===== config.mk =====
export PLATFORM = sky130hd
export DESIGN_NAME = traffic_config_loader
export DESIGN_NICKNAME = d
export VERILOG_FILES = /design/src/rtl/traffic_config_loader.sv
export SDC_FILE = /design/constraint.sdc
export NUM_CORES = 1
export LEC_CHECK = 0
export ABC_AREA = 1
export CORE_MARGIN = 10
export CORE_UTILIZATION = 50
export CTS_CLUSTER_SIZE = 40
export DETAILED_ROUTE_END_ITERATION = 8
export PLACE_DENSITY = 0.71
export SETUP_SLACK_MARGIN = 0.2
export SLEW_MARGIN = 20
export SYNTH_ARGS = -nofsm -noshare
export SYNTH_HDL_FRONTEND = slang
export SYNTH_SLANG_ARGS = --single-unit

===== constraint.sdc =====
create_clock -name clk -period 3.08 [get_ports clk]
set_input_delay 0.616 -clock clk [delete_from_list [all_inputs] [get_ports clk]]
set_output_delay 0.616 -clock clk [all_outputs]
set_load 0.01 [all_outputs]

===== src/rtl/traffic_config_loader.sv =====
// Front-panel configuration stage: debounces four push-buttons and runs the
// red/yellow/green edit FSM. Live durations change only at the commit edge.
module traffic_config_loader #(
  parameter int unsigned DEBOUNCE_CYCLES = 16,
  parameter logic [7:0]  DEFAULT_RED     = 8'd30,
  parameter logic [7:0]  DEFAULT_YELLOW  = 8'd5,
  parameter logic [7:0]  DEFAULT_GREEN   = 8'd25,
  parameter logic [7:0]  MIN_TIME        = 8'd1
) (
  input  logic       clk,
  input  logic       rst,
  input  logic       btn_mode,
  input  logic       btn_up,
  input  logic       btn_down,
  input  logic       btn_maint,
  output logic       config_mode,
  output logic       maint_mode,
  output logic [7:0] red_time,
  output logic [7:0] yellow_time,
  output logic [7:0] green_time,
  output logic [1:0] edit_field,
  output logic [7:0] edit_value
);

  localparam int unsigned    CW       = $clog2(DEBOUNCE_CYCLES + 1);
  localparam logic [CW-1:0]  CNT_LAST = CW'(DEBOUNCE_CYCLES - 1);

  typedef enum logic [1:0] {
    RUN         = 2'd0,
    EDIT_RED    = 2'd1,
    EDIT_YELLOW = 2'd2,
    EDIT_GREEN  = 2'd3
  } state_t;

  logic [3:0]    raw;
  logic [3:0]    sync1, sync2, level, press;
  logic [CW-1:0] cnt [4];

  assign raw = {btn_maint, btn_down, btn_up, btn_mode};

  // The press pulse is registered on the flip edge, so the FSM reacts one edge later.
  always_ff @(posedge clk or posedge rst) begin
    if (rst) begin
      sync1 <= '0;
      sync2 <= '0;
      level <= '0;
      press <= '0;
      for (int unsigned i = 0; i < 4; i++) cnt[i] <= '0;
    end else begin
      sync1 <= raw;
      sync2 <= sync1;
      for (int unsigned i = 0; i < 4; i++) begin
        if (sync2[i] != level[i]) begin
          if (cnt[i] == CNT_LAST) begin
            level[i] <= ~level[i];
            cnt[i]   <= '0;
            press[i] <= ~level[i];
          end else begin
            cnt[i]   <= cnt[i] + 1'b1;
            press[i] <= 1'b0;
          end
        end else begin
          cnt[i]   <= '0;
          press[i] <= 1'b0;
        end
      end
    end
  end

  logic mode_p, up_p, down_p, maint_p;
  assign mode_p  = press[0];
  assign up_p    = press[1] & ~press[2];
  assign down_p  = press[2] & ~press[1];
  assign maint_p = press[3];

  state_t     state;
  logic [7:0] sh_red, sh_yellow, sh_green;
  logic [7:0] cur, adj;

  always_comb begin
    case (state)
      EDIT_RED:    cur = sh_red;
      EDIT_YELLOW: cur = sh_yellow;
      default:     cur = sh_green;
    endcase
    if (up_p) adj = (cur == 8'hFF) ? cur : cur + 8'd1;
    else      adj = (cur <= MIN_TIME) ? MIN_TIME : cur - 8'd1;
  end

  always_ff @(posedge clk or posedge rst) begin
    if (rst) begin
      state       <= RUN;
      config_mode <= 1'b0;
      maint_mode  <= 1'b0;
      red_time    <= DEFAULT_RED;
      yellow_time <= DEFAULT_YELLOW;
      green_time  <= DEFAULT_GREEN;
      sh_red      <= DEFAULT_RED;
      sh_yellow   <= DEFAULT_YELLOW;
      sh_green    <= DEFAULT_GREEN;
      edit_field  <= 2'd0;
      edit_value  <= '0;
    end else begin
      case (state)
        RUN: begin
          if (maint_p) begin
            maint_mode <= ~maint_mode;
          end else if (mode_p && !maint_mode) begin
            state       <= EDIT_RED;
            config_mode <= 1'b1;
            sh_red      <= red_time;
            sh_yellow   <= yellow_time;
            sh_green    <= green_time;
            edit_field  <= 2'd1;
            edit_value  <= red_time;
          end
        end
        EDIT_RED: begin
          if (mode_p) begin
            state      <= EDIT_YELLOW;
            edit_field <= 2'd2;
            edit_value <= sh_yellow;
          end else if (up_p || down_p) begin
            sh_red     <= adj;
            edit_value <= adj;
          end
        end
        EDIT_YELLOW: begin
          if (mode_p) begin
            state      <= EDIT_GREEN;
            edit_field <= 2'd3;
            edit_value <= sh_green;
          end else if (up_p || down_p) begin
            sh_yellow  <= adj;
            edit_value <= adj;
          end
        end
        EDIT_GREEN: begin
          if (mode_p) begin
            state       <= RUN;
            config_mode <= 1'b0;
            red_time    <= sh_red;
            yellow_time <= sh_yellow;
            green_time  <= sh_green;
            edit_field  <= 2'd0;
            edit_value  <= '0;
          end else if (up_p || down_p) begin
            sh_green   <= adj;
            edit_value <= adj;
          end
        end
      endcase
    end
  end

endmodule


-- Word level (Yosys, flattened, before mapping)
Cells that the tools add are included.
- RAM bits: 0
- register bits after elaboration: 96
- bits in latches: 0
- memories kept: 0
- input bits: 6
- output and inout port bits: 36
- word-level logic and storage cells: 125
- bits in read-only memories: 0
- bitwise operators: 9
- add/sub/neg operators: 6
- multiply operators: 0
- div/mod/pow operators: 0
- $lt $le $gt $ge: 1
- mux-type cells: 46
- shift-type cells: 0
- eq/ne operators: 23
- reductions and logical operators: 19
- operator list (kind ; number):
    8-bit two-way mux ; 15
    8-bit one-hot mux with 2 select lines ; 4
    5-bit two-way mux ; 8
    8-bit one-hot mux with 4 select lines ; 1
    2-bit != test, second input constant ; 11
    5-bit by 1-bit adder with 5-bit output, second input constant ; 4
    5-bit by 4-bit equality test with 1-bit output, second input constant ; 4
    5-bit AND reduction ; 4
    2-bit AND reduction ; 7
    1-bit two-way mux ; 11
    2-bit two-way mux ; 5
    8-bit by 1-bit adder with 8-bit output, second input constant ; 1
    8-bit equality test, second input constant ; 1
    8-bit by 1-bit less-or-equal comparator with 1-bit output, second input constant ; 1
    2-bit one-hot mux with 4 select lines ; 1
    8-bit by 1-bit subtractor with 8-bit output, second input constant ; 1
    1-bit NOT ; 7
    2-bit nonzero test ; 3
    2-bit equality test, second input constant ; 2
    1-bit != test ; 4
    4-bit AND reduction ; 1
    1-bit AND ; 2
    2-bit by 1-bit equality test with 1-bit output, second input constant ; 1
    2-bit zero test ; 1
    other kinds (4) ; 4

-- Logic depth before layout (Yosys ltp)
- depth in word-level cells: 8
- gate-level depth with buffers: 21
- mapped depth without buffers: 20

-- Worst setup path before layout
Ideal clock, no wire load.
- path type: flip-flop to flip-flop
- start point: reg state[0]
- end point: reg edit_value[1]
- required time: 2964 ps
- data arrival time: 2361 ps
- path buffers: 1
- stages on the path, launching flop included: 22
- setup time: 116 ps
- setup slack: 603 ps
- period minus slack after synthesis: 2477 ps
- cells stage by stage: dfrtp_1 > inv_1 > ha_1 > inv_2 > buf_6 > nand2_2 > nand2_4 > inv_2 > ha_1 > inv_1 > nor2_2 > nand2_2 > nor2_4 > inv_2 > nor2_4 > nand2_2 > nand3_2 > nand2_1 > nand2_1 > nand2_1 > nand2_1 > nand2_1
- cells in the longest elaborated chain, start to end: 8
- elaborated cells on any way between the ends: 20
- classes of those cells: 2 x add/sub; 1 x order compare; 6 x eq/ne; 9 x mux; 2 x reduce/logical
- RTL lines (item ; line ; text):
    start, declared ; 76 ; state_t state;
    start signal, assigned ; 92 ; state <= RUN;
    start signal, assigned ; 109 ; state <= EDIT_RED;
    start signal, assigned ; 120 ; state <= EDIT_YELLOW;
    2-bit equality test / 2-bit by 1-bit equality test with 1-bit output (equally long branches) ; 81, 104 ;
    8-bit one-hot mux with 2 select lines ; 81 ; case (state)
    8-bit by 1-bit subtractor with 8-bit output (tied with other cells) ; 87 ; else adj = (cur <= MIN_TIME) ? MIN_TIME : cur - 8'd1;
    8-bit two-way mux, on equally long branches ; 87, 86 ;
    8-bit two-way mux ; 86 ; if (up_p) adj = (cur == 8'hFF) ? cur : cur + 8'd1;
    8-bit two-way mux ; 123, 133, 147 ;
    8-bit two-way mux, on equally long branches ; 139, 119, 129 ;
    8-bit one-hot mux with 4 select lines ; 104 ; case (state)
    end signal, assigned ; 125 ; edit_value <= adj;
    end signal, assigned ; 135 ; edit_value <= adj;
    end signal, assigned ; 149 ; edit_value <= adj;
    end, declared ; 22 ; output logic [7:0] edit_value
Several ways; a longest one is shown, not always the timed one.
A chain may end at the register's enable or synchronous reset.

-- Worst setup path in the final report
- start point: reg state[1]
- end point: reg sh_red[0]
- cells in the longest elaborated chain, start to end: 8
- elaborated cells on any way between the ends: 20
- classes of those cells: 2 x add/sub; 1 x order compare; 7 x eq/ne; 7 x mux; 3 x reduce/logical
- RTL lines (item ; line ; text):
    2-bit equality test / 2-bit by 1-bit equality test with 1-bit output (equally long branches) ; 81, 104 ;
    8-bit one-hot mux with 2 select lines ; 81 ;
    8-bit by 1-bit subtractor with 8-bit output (tied with other cells) ; 87 ;
    8-bit two-way mux, on equally long branches ; 87, 86 ;
    8-bit two-way mux ; 86 ;
    8-bit two-way mux ; 123 ; end else if (up_p || down_p) begin
    8-bit two-way mux ; 119 ; if (mode_p) begin
    8-bit one-hot mux with 2 select lines ; 104 ;
    end signal, assigned ; 111 ; sh_red <= red_time;
    end signal, assigned ; 124 ; sh_red <= adj;
    end, declared ; 77 ; logic [7:0] sh_red, sh_yellow, sh_green;
Several ways; a longest one is shown, not always the timed one. The select of a mux whose other input is x is not followed.

==> results.tsv <==
stage	metric	value	unit
critical_path	CP max-delay cell	dfrtp_1	
yosys	Simple-Gate Fraction of Synth Area	0.257	
yosys	syn avg cell area	7.94	sq um
cts	H-tree lvl count	3	
detailed_routing	First DRT Iteration DRCs	355	
detailed_routing	DRT antenna net count	0	
floorplan	FP Rows	37	
global_routing	initial antenna violation count	0	
yosys	post-synthesis mux area share	0	
yosys	Mapped Cells	657	
cts	clk_lat worst skew	380	ps
detailed_routing	drt pass-1 iters	5	
timing	Final Max Tran Viols	0	
critical_path	R2R Setup Slk	320	ps
critical_path	Crit Path Max Fanout	15	
floorplan	die footprint	14900	sq um
cts	CTS buffer count	9	
yosys	Netlist cell types	35	
hold_path	hold path depth	0	
timing	post-layout minimum cycle time	2760	ps
cts	CTS tree	built	
layout	Nets	720	
layout	P&R area growth vs syn	15.5	%
timing	RSZ-0062 raised after global routing	no	
layout	most frequent cells in the layout	nand2_1, dfrtp_1, o21ai_0	
yosys	register area share after synthesis	0.465	
critical_path	CP Capture Type	flop	
timing	Slew @ Worst Pin	629	ps
power	PwrDens	1040	nW/um^2
global_routing	global-route total usage across every layer	0.197	
power	worst vdd ir	0.000512	V
cts	Clk pin slew, worst setup/hold paths	100	ps
critical_path	Req. time, crit path	3330	ps
flow_run	max-cap violation count	0	
layout	layout cells sized above 1	0.127	
cts	clk root buf	clkbuf_8	
detailed_routing	drt total wl	14300	um
timing	clk_skew	15.5	ps
yosys	Synth Area in Compound Gates	0.156	
timing	Hold Vio Cnt, Final	0	
critical_path	Worst Setup Start Kind	flop	
detailed_routing	DRC	0	
floorplan	core region area	10200	sq um
layout	most common cell after layout, fill and taps aside	nand2_1	
timing	fmax	363	MHz
critical_path	Buf/Inv on CP	5	
detailed_routing	via count	4591	
critical_path	worst-path cell chain	inv_1 -> ha_1 -> buf_6 -> nand3_2 -> nand2_4 -> inv_2 -> ha_1 -> inv_1 -> nor2_2 -> nand2_2 -> nor2_4 -> inv_2 -> o21ai_2 -> nand2_1 -> o21ai_1 -> o21ai_0	
yosys	largest cells by area after synthesis	dfrtp_1, nand2_1, dfstp_2	
timing	setup TNS	0	ps
global_routing	vias in the first global route	4343	
timing	WHS	360	ps
yosys	Most used DFF post-synth	dfrtp_1	
yosys	post-synth top area cell	dfrtp_1	
timing	Setup violations, final	0	
cts	Sink Count	96	
yosys	ys async rst share	1.00	
yosys	Synth Area in XOR/XNOR	0.0168	
critical_path	WS Path Type	flop to flop	
critical_path	crit path DAT	3010	ps
yosys	syn nets	676	
yosys	Post-synth EDFFs	0	
run_status	outcome	finished clean	
floorplan	die height	122	um
yosys	yosys warns	0	
detailed_routing	via/cell ratio	5.45	
critical_path	Top delay family on crit path	simple AND/OR/NAND/NOR gates	
floorplan	Top-Level Pins	42	
critical_path	CP max stage delay	390	ps
placement	Routability Congestion	1.03	
hold_path	worst min path class	flop to flop	
placement	Detail Placement HPWL	10700	um
floorplan	Die W	122	um
global_routing	total gr overflow	0	
yosys	largest family of logic cells by synthesized area	simple AND/OR/NAND/NOR gates	
global_routing	largest net degree at the start of global routing	55	
power	Leak	0.00281	uW
layout	Antenna diodes	0	
global_routing	global-route wire length before repair	23000	um
timing	period utilization	0.896	
critical_path	Reg2Reg Depth	16	
floorplan	Initial Utilization	0.510	
cts	CTS max path bufs	2	
timing	Slew Limit Headroom	0.576	
yosys	Post-Synth Adder-Cell Area	0.0312	
yosys	flops & latches, synth	96	
placement	port buffer count	41	
detailed_routing	WL/cell	16.9	um
yosys	Synth top area share	0.374	
critical_path	number of cells on the critical path	16	
yosys	Post-Syn Area	5210	sq um
logic make-up (layout without fill, tap and decap cells):
family,Yosys count,after routing
xor+xnor,10,10
compound gates,145,145
fa+ha+maj,13,13
simple gates,298,298
flops,96,96
buf+inv,95,144
synth_stat cells (2+ instances only):
master and instances:
a211oi_2 2, a21oi_1 26, a31oi_1 3, and3_1 4
buf_2 3, buf_6 3, clkbuf_1 15, dfrtp_1 78
dfstp_2 18, ha_1 13, inv_1 67, inv_2 5
nand2_1 186, nand2_2 9, nand2_4 4, nand3_1 24
nand3_2 7, nor2_1 43, nor2_2 3, nor2_4 5
nor3_1 9, o211ai_1 11, o21ai_0 76, o21ai_1 7
o22ai_1 18, xor2_1 9
metal layers:
metal	wire length, um	share of wire	vias to the layer above	GRT usage
met1	6560	0.46	2213	0.271
met3	715	0.050	21	0.0402
li1	-	-	2221	-
met2	6660	0.47	136	0.303
met4	333	0.023	0	0.0714
met5	0	0	-	0
per-stage QoR:
stage	total power (uW)	setup slack (ps)	instances	instance area, sq um	utilization
2_1_floorplan	4210	603	657	5220	-
3_3_place_gp	5280	263	824	5790	0.566
3_5_place_dp	5290	225	824	5790	0.566
4_1_cts	6150	211	840	5980	0.585
5_1_grt	6730	203	842	6020	0.589
6_report	6260	322	842	6020	0.589
worst paths after layout:
check | start | to
hold reg to reg | sync1[3] | sync2[3]
max in group asynchronous | rst | green_time[3]
setup / recovery | state[1] | sh_red[0]
min in group asynchronous | rst | sh_green[7]
setup reg to reg | state[1] | sh_red[0]
hold / removal | sync1[3] | sync2[3]
state kept, by name, summed over array words and instances, names as in the netlist, 2 cells and up:
| register | count |
|---|---|
| state | 2 |
| cnt | 20 |
| red_time | 8 |
| green_time | 8 |
| edit_value | 8 |
| press | 4 |
| sh_red | 8 |
| yellow_time | 8 |
| sync1 | 4 |
| sh_yellow | 8 |
| sync2 | 4 |
| level | 4 |
| sh_green | 8 |
cell type report:
| cell class | instances | area (sq um) |
|---|---|---|
| Inverter | 73 | 280 |
| Clock buffer | 10 | 128 |
| Fill cell | 946 | 4210 |
| Multi-Input combinational cell | 466 | 2420 |
| Tap cell | 136 | 170 |
| Timing Repair Buffer | 55 | 532 |
| Sequential cell | 96 | 2420 |
| Clock inverter | 6 | 68.8 |
timing repair:
| item | CTS | global route |
|---|---|---|
| hold buffers | 0 | 0 |
| setup buffers | 0 | 2 |
| hold endpoints to repair | 0 | 0 |
| gates resized for setup | 0 | 7 |
| endpoints found under the setup margin | 0 | 29 |
where the power goes:
| group | internal, uW | switching, uW |
|---|---|---|
| registers | 1470 | 155 |
| clock network | 382 | 459 |
| logic | 1170 | 2620 |
No activity file was read; power rests on OpenSTA's default activity.
